File: src/rtl/mips_pipe_pkg.sv
// Shared types and constants for the MIPS32 pipeline hazard logic.
// haz_entry_t carries one in-flight instruction's destination info through the shadow pipeline.
package mips_pipe_pkg;

  localparam int ADDR_W_DEF = 5;
  // Upper bound on ADDR_W; narrower addresses are zero-extended into entries.
  localparam int ADDR_W_MAX = 8;
  localparam int FWD_RF     = 0;

  typedef struct packed {
    logic                  valid;
    logic [ADDR_W_MAX-1:0] rd;
    logic                  wr;
    logic                  ld;
  } haz_entry_t;

endpackage

File: src/rtl/fwd_match.sv
// Priority encoder: selects the youngest tracked stage (k>=1) whose destination matches src_i.
// Combinational; loads in stages younger than LOAD_READY cannot supply data and are skipped.
module fwd_match
  import mips_pipe_pkg::*;
#(
  parameter int DEPTH      = 3,
  parameter int ADDR_W     = ADDR_W_DEF,
  parameter int LOAD_READY = 2,
  parameter int SEL_W      = $clog2(DEPTH)
) (
  input  haz_entry_t [DEPTH-1:1] stage_i,
  input  logic [ADDR_W-1:0]      src_i,
  input  logic                   src_vld_i,
  output logic [SEL_W-1:0]       sel_o
);

  logic [ADDR_W_MAX-1:0] src_ext;

  assign src_ext = ADDR_W_MAX'(src_i);

  // Scan oldest to youngest so the lowest matching index is the one left in sel_o.
  always_comb begin
    sel_o = SEL_W'(FWD_RF);
    for (int k = DEPTH-1; k >= 1; k--) begin
      if (src_vld_i && stage_i[k].valid && stage_i[k].wr && (stage_i[k].rd != '0) &&
          (stage_i[k].rd == src_ext) && !(stage_i[k].ld && (k < LOAD_READY))) begin
        sel_o = SEL_W'(k);
      end
    end
  end

endmodule

File: src/rtl/fwd_hazard_unit.sv
// Forwarding + load-use hazard unit: a shadow pipeline of in-flight destinations drives EX operand
// selects and the ID stall, 0-cycle combinational outputs. Defining HAZ_PERF_EN adds stall_cnt/fwd_cnt.
module fwd_hazard_unit
  import mips_pipe_pkg::*;
#(
  parameter int DEPTH      = 3,
  parameter int ADDR_W     = ADDR_W_DEF,
  parameter int LOAD_READY = 2,
  parameter int SEL_W      = $clog2(DEPTH)
) (
  input  logic              clk,
  input  logic              reset,
  input  logic              id_valid,
  input  logic [ADDR_W-1:0] id_rs1,
  input  logic [ADDR_W-1:0] id_rs2,
  input  logic              id_rs1_used,
  input  logic              id_rs2_used,
  input  logic [ADDR_W-1:0] id_rd,
  input  logic              id_reg_write,
  input  logic              id_mem_read,
  input  logic              stall_ext,
  input  logic              flush,
  output logic [SEL_W-1:0]  fwd_a,
  output logic [SEL_W-1:0]  fwd_b,
  output logic              stall_id
`ifdef HAZ_PERF_EN
  ,
  output logic [31:0]       stall_cnt,
  output logic [31:0]       fwd_cnt
`endif
);

  haz_entry_t [DEPTH-1:0] stage_q, stage_d;
  logic [ADDR_W-1:0]      rs1_q, rs1_d, rs2_q, rs2_d;
  logic                   rs1_used_q, rs1_used_d, rs2_used_q, rs2_used_d;
  logic [ADDR_W_MAX-1:0]  id_rs1_ext, id_rs2_ext;
  logic                   ld_hit;

  assign id_rs1_ext = ADDR_W_MAX'(id_rs1);
  assign id_rs2_ext = ADDR_W_MAX'(id_rs2);

  // Loads still short of LOAD_READY cannot forward yet, so a dependent ID instruction must wait.
  always_comb begin
    ld_hit = 1'b0;
    for (int j = 0; j < LOAD_READY-1; j++) begin
      if (stage_q[j].valid && stage_q[j].ld && stage_q[j].wr && (stage_q[j].rd != '0) &&
          ((id_rs1_used && (stage_q[j].rd == id_rs1_ext)) ||
           (id_rs2_used && (stage_q[j].rd == id_rs2_ext)))) begin
        ld_hit = 1'b1;
      end
    end
  end

  assign stall_id = id_valid && !flush && ld_hit;

  always_comb begin
    stage_d    = stage_q;
    rs1_d      = rs1_q;
    rs2_d      = rs2_q;
    rs1_used_d = rs1_used_q;
    rs2_used_d = rs2_used_q;
    if (!stall_ext) begin
      for (int i = DEPTH-1; i >= 1; i--) begin
        stage_d[i] = stage_q[i-1];
      end
      stage_d[0] = '0;
      rs1_d      = '0;
      rs2_d      = '0;
      rs1_used_d = 1'b0;
      rs2_used_d = 1'b0;
      if (id_valid && !stall_id && !flush) begin
        stage_d[0].valid = 1'b1;
        stage_d[0].rd    = ADDR_W_MAX'(id_rd);
        stage_d[0].wr    = id_reg_write;
        stage_d[0].ld    = id_mem_read;
        rs1_d            = id_rs1;
        rs2_d            = id_rs2;
        rs1_used_d       = id_rs1_used;
        rs2_used_d       = id_rs2_used;
      end
    end
  end

  always_ff @(posedge clk or negedge reset) begin
    if (!reset) begin
      stage_q    <= '0;
      rs1_q      <= '0;
      rs2_q      <= '0;
      rs1_used_q <= 1'b0;
      rs2_used_q <= 1'b0;
    end else begin
      stage_q    <= stage_d;
      rs1_q      <= rs1_d;
      rs2_q      <= rs2_d;
      rs1_used_q <= rs1_used_d;
      rs2_used_q <= rs2_used_d;
    end
  end

  fwd_match #(
    .DEPTH     (DEPTH),
    .ADDR_W    (ADDR_W),
    .LOAD_READY(LOAD_READY),
    .SEL_W     (SEL_W)
  ) u_match_a (
    .stage_i  (stage_q[DEPTH-1:1]),
    .src_i    (rs1_q),
    .src_vld_i(stage_q[0].valid && rs1_used_q),
    .sel_o    (fwd_a)
  );

  fwd_match #(
    .DEPTH     (DEPTH),
    .ADDR_W    (ADDR_W),
    .LOAD_READY(LOAD_READY),
    .SEL_W     (SEL_W)
  ) u_match_b (
    .stage_i  (stage_q[DEPTH-1:1]),
    .src_i    (rs2_q),
    .src_vld_i(stage_q[0].valid && rs2_used_q),
    .sel_o    (fwd_b)
  );

`ifdef HAZ_PERF_EN
  logic [31:0] stall_cnt_q, fwd_cnt_q;

  always_ff @(posedge clk or negedge reset) begin
    if (!reset) begin
      stall_cnt_q <= '0;
      fwd_cnt_q   <= '0;
    end else if (!stall_ext) begin
      if (stall_id) begin
        stall_cnt_q <= stall_cnt_q + 32'd1;
      end
      if ((fwd_a != '0) || (fwd_b != '0)) begin
        fwd_cnt_q <= fwd_cnt_q + 32'd1;
      end
    end
  end

  assign stall_cnt = stall_cnt_q;
  assign fwd_cnt   = fwd_cnt_q;
`endif

endmodule

File: config.mk
export PLATFORM = sky130hd
export DESIGN_NAME = fwd_hazard_unit
export DESIGN_NICKNAME = d
export VERILOG_FILES = /design/src/rtl/mips_pipe_pkg.sv /design/src/rtl/fwd_match.sv /design/src/rtl/fwd_hazard_unit.sv
export SDC_FILE = /design/constraint.sdc
export NUM_CORES = 1
export LEC_CHECK = 0
export ABC_CLOCK_PERIOD_IN_PS = 2100
export BUFFER_PORTS_ARGS = -buffer_cell sky130_fd_sc_hd__buf_2
export CAP_MARGIN = 20
export CORE_MARGIN = 2
export CORE_UTILIZATION = 50
export CTS_CLUSTER_DIAMETER = 60
export CTS_CLUSTER_SIZE = 20
export DETAILED_ROUTE_END_ITERATION = 12
export GPL_ROUTABILITY_DRIVEN = 0
export HOLD_SLACK_MARGIN = 0.08
export PLACE_DENSITY = 0.71
export SYNTH_ARGS = -nofsm -noshare
export SYNTH_HDL_FRONTEND = slang
export SYNTH_SLANG_ARGS = --single-unit
File: constraint.sdc
create_clock -name clk -period 2.1 [get_ports clk]
set_input_delay 0.105 -clock clk [delete_from_list [all_inputs] [get_ports clk]]
set_output_delay 0.105 -clock clk [all_outputs]
set_load 0.05 [all_outputs]
==> flow_summary_export.csv <==
group,metric,value,unit
outcome,outcome,"finished, final reports clean",
synthesis,synthFlopType,"dfrtp_1",
sta,min_period,2.01,ns
sta,max_freq,497,MHz
synthesis,ys_warn_count,0,
critical_path,slowest_stage,"or4_4",
synthesis,synthArstFlopShare,100,%
critical_path,worst_setup_path_start_kind,"flip-flop",
clock_network,numCtsBuffers,5,
power,pwr-share-seq,51.3,%
synthesis,synthTopCellsByCount,"dfrtp_1 (35), nand2_1 (24), a32oi_1 (19), o21ai_0 (19), xnor2_1 (17)",
critical_path,critPathBufInv,1,
grt,grt_pass1_wl,8.01,mm
critical_path,path_cells,"or4_4 -> o21ai_4 -> nor3_2 -> nor3_4 -> buf_6",
sta,maxSlewHeadroom,48.3,%
sta,clock_skew,0.00377,ns
clock_network,clkTransAtPathRegs,0.07,ns
sta,setup_violations,0,
grt,antenna_found_initial,0,
synthesis,synth_nets,207,
power,internal_power,1.16,mW
routing,dr.first_iter.drc_count,136,
synthesis,syn_avg_cell_area,10.4,um^2
critical_path,worst_ep_arrival_time,1.91,ns
grt,grt_util_all_layers,24.7,%
synthesis,yosys_register_bits,35,
layout,area_growth,23.8,%
critical_path,cpPeakStageDelay,0.56,ns
grt,grt_pass1_vias,1616,
layout,stdcell_area,0.00235,mm^2
die,start_util,51.8,%
place,port_buffers,28,
clock_network,cts_buffer_depth,2,
sta,finalHoldViolations,0,
routing,vias,1607,
grt,grt_max_degree,36,
routing,postRouteAntennaNets,0,
synthesis,syn_inst,183,
synthesis,synth_largest_area_cell,"dfrtp_1",
layout,antennaDiodeCount,0,
die,die_y,65.6,um
synthesis,synth.most_common_cell,"dfrtp_1",
synthesis,synthesis.area,0.00190,mm^2
sta,drv_slew,0,
synthesis,synth-edff-count,0,
routing,wl_per_cell,17.2,um
sta,timing.final.crit_share,95.9,%
synthesis,synthTopCellsByArea,"dfrtp_1 (46%), a32oi_1 (8.8%), xnor2_1 (7.8%)",
run,drv_cap,0,
power,power_density,716,mW/mm^2
clock_network,root_buffer,"clkbuf_8",
critical_path,crit_type,"flip-flop to primary output",
critical_path,critical_path_peak_fanout,5,
sta,worstMarginPinSlew,0.775,ns
die,die_w,65.6,um
power,power_switching,519,uW
clock_network,clk_latency,0.29,ns
power,pwr-share-clk,27.6,%
power,leakage,0.994,nW
grt,grt_remaining_overflow,0,
synthesis,synth-seq-area-share,46.1,%
critical_path,crit_required,2.00,ns
routing,drt_pre_antenna_iters,4,
power,fin_total_pwr,1.68,mW
critical_path,worst_setup_path_end_kind,"primary output",
clock_network,cts_setup_buffers,0,
sta,tns,0,ns
die,ioPinCount,29,
clock_network,h-tree-depth,2,
layout,drive_gt1_share,30.9,%
die,rows,22,
synthesis,synth.top_cell.area_share,46.1,%
synthesis,synth_cell_types,29,
sta,rsz0062_at_grt,"false",
hold_path,hold_class,"input pin to flip-flop",
power,swShare,30.8,%
power,power_frac_comb,21.1,%
clock_network,clock-sinks,35,
die,die_area,0.00430,mm^2
clock_network,cts_tree,"built",
critical_path,crit_family,"simple AND/OR/NAND/NOR gates",
routing,drcViolationCount,0,
routing,wirelength,4.66,mm
layout,nets,246,
place,hpwlAfterDp,3.37,mm
power,peakVddDrop,0.442,mV
die,coreArea,0.00366,mm^2
place,dpl_cell_area,0.00215,mm^2
routing,routed_via_density,5.93,
## registers in the layout, indices dropped and copies added (netlist names)
| register | count |
|---|---|
| rs1_q | 5 |
| rs1_used_q | 1 |
| rs2_q | 5 |
| rs2_used_q | 1 |
| stage_q | 23 |
## timing repair
| item | in CTS | in global routing |
|---|---|---|
| hold buffers | 7 | 0 |
| hold endpoints to repair | 41 | 0 |
| setup endpoints to repair | 2 | 3 |
| resized for setup | 6 | 4 |
| pin swaps | 0 | 2 |
## worst paths after layout
path / start / endpoint / slack, ns / cells past startpoint
hold reg to reg: stage_q[11] / stage_q[11] / 0.51 / 1
setup / recovery: stage_q[13] / fwd_a[1] / 0.09 / 5
min in group asynchronous: reset / stage_q[21] / 0.43 / 2
hold / removal: id_rs1[2] / rs1_q[2] / 0.09 / 3
max in group asynchronous: reset / stage_q[13] / 1.13 / 2
setup reg to reg: stage_q[3] / rs1_q[3] / 0.28 / 5
## per-layer routing
metal | up-vias | track usage (%) | part of all wire (%)
met3 | 7 | 4.62 | 4.2
met4 | 0 | 5.73 | 1.5
li1 | 754 | - | -
met1 | 804 | 31.8 | 43
met2 | 42 | 43.0 | 52
met5 | - | 0 | 0
## worst min-delay path, delay by kind of cell
family,cells,cell delay [ns]
buffers and inverters,1,0.12
AOI/OAI and AO/OA,1,0.06
and+or+nand+nor,1,0.05
## power by group through the flow
stage | clock, mW | sequential [mW] | combinational, mW
floorplan | 0 | 0.837 | 0.233
global placement | 0 | 0.861 | 0.319
detailed placement | 0 | 0.866 | 0.334
CTS | 0.471 | 0.857 | 0.351
global route | 0.516 | 0.873 | 0.395
finish | 0.465 | 0.863 | 0.355
## logic make-up (layout without fill, tap and decap cells)
logic type	Yosys count	in the layout	share of synthesized area [%]
flip-flops	35	35	46.1
AND/OR/NAND/NOR	44	44	11.3
buffers and inverters	15	55	4.09
AO/OA/AOI/OAI	49	49	18.3
multiplexers	13	13	7.71
XOR/XNOR	27	27	12.5
## through the flow
stage          util (%)  hold WS [ns]  setup slack (ns)  cells
2_1_floorplan         -        -0.191             0.144    183
3_3_place_gp       58.7         0.211             0.263    256
3_5_place_dp       58.7         0.219             0.159    256
4_1_cts            63.6        0.0857            0.0167    271
5_1_grt            64.2        0.0937            0.0137    271
6_report           64.2        0.0856            0.0867    271
## layout by cell type, fill, tap and decap left out, drive strengths merged
| master | n |
|---|---|
| buf | 37 |
| dfrtp | 35 |
| nand2 | 24 |
| o21ai | 23 |
| a32oi | 19 |
| xnor2 | 17 |
| mux2 | 13 |
| xor2 | 10 |
| dlygate4sd3 | 7 |
| clkbuf | 5 |
| nand4 | 3 |
| inv | 3 |
| clkinv | 3 |
| or4 | 3 |
| nor4 | 3 |
| nor3 | 3 |
| nand2b | 2 |
| nand3 | 2 |
| o2111ai | 2 |
| o22ai | 1 |
| nor3b | 1 |
| and4b | 1 |
| o221ai | 1 |
| nor2b | 1 |
| a2111o | 1 |
| nor2 | 1 |
| a22oi | 1 |
| o31ai | 1 |
## area by class of cell
class | instances | area (um^2)
clock buffer | 5 | 68.8
clock inverter | 3 | 15.0
fill | 299 | 1310
inverter | 3 | 11.3
multi-input combinational | 133 | 1030
sequential | 35 | 877
tap | 48 | 60.1
timing repair buffer | 44 | 290
Power figures use the tool's default switching activity.
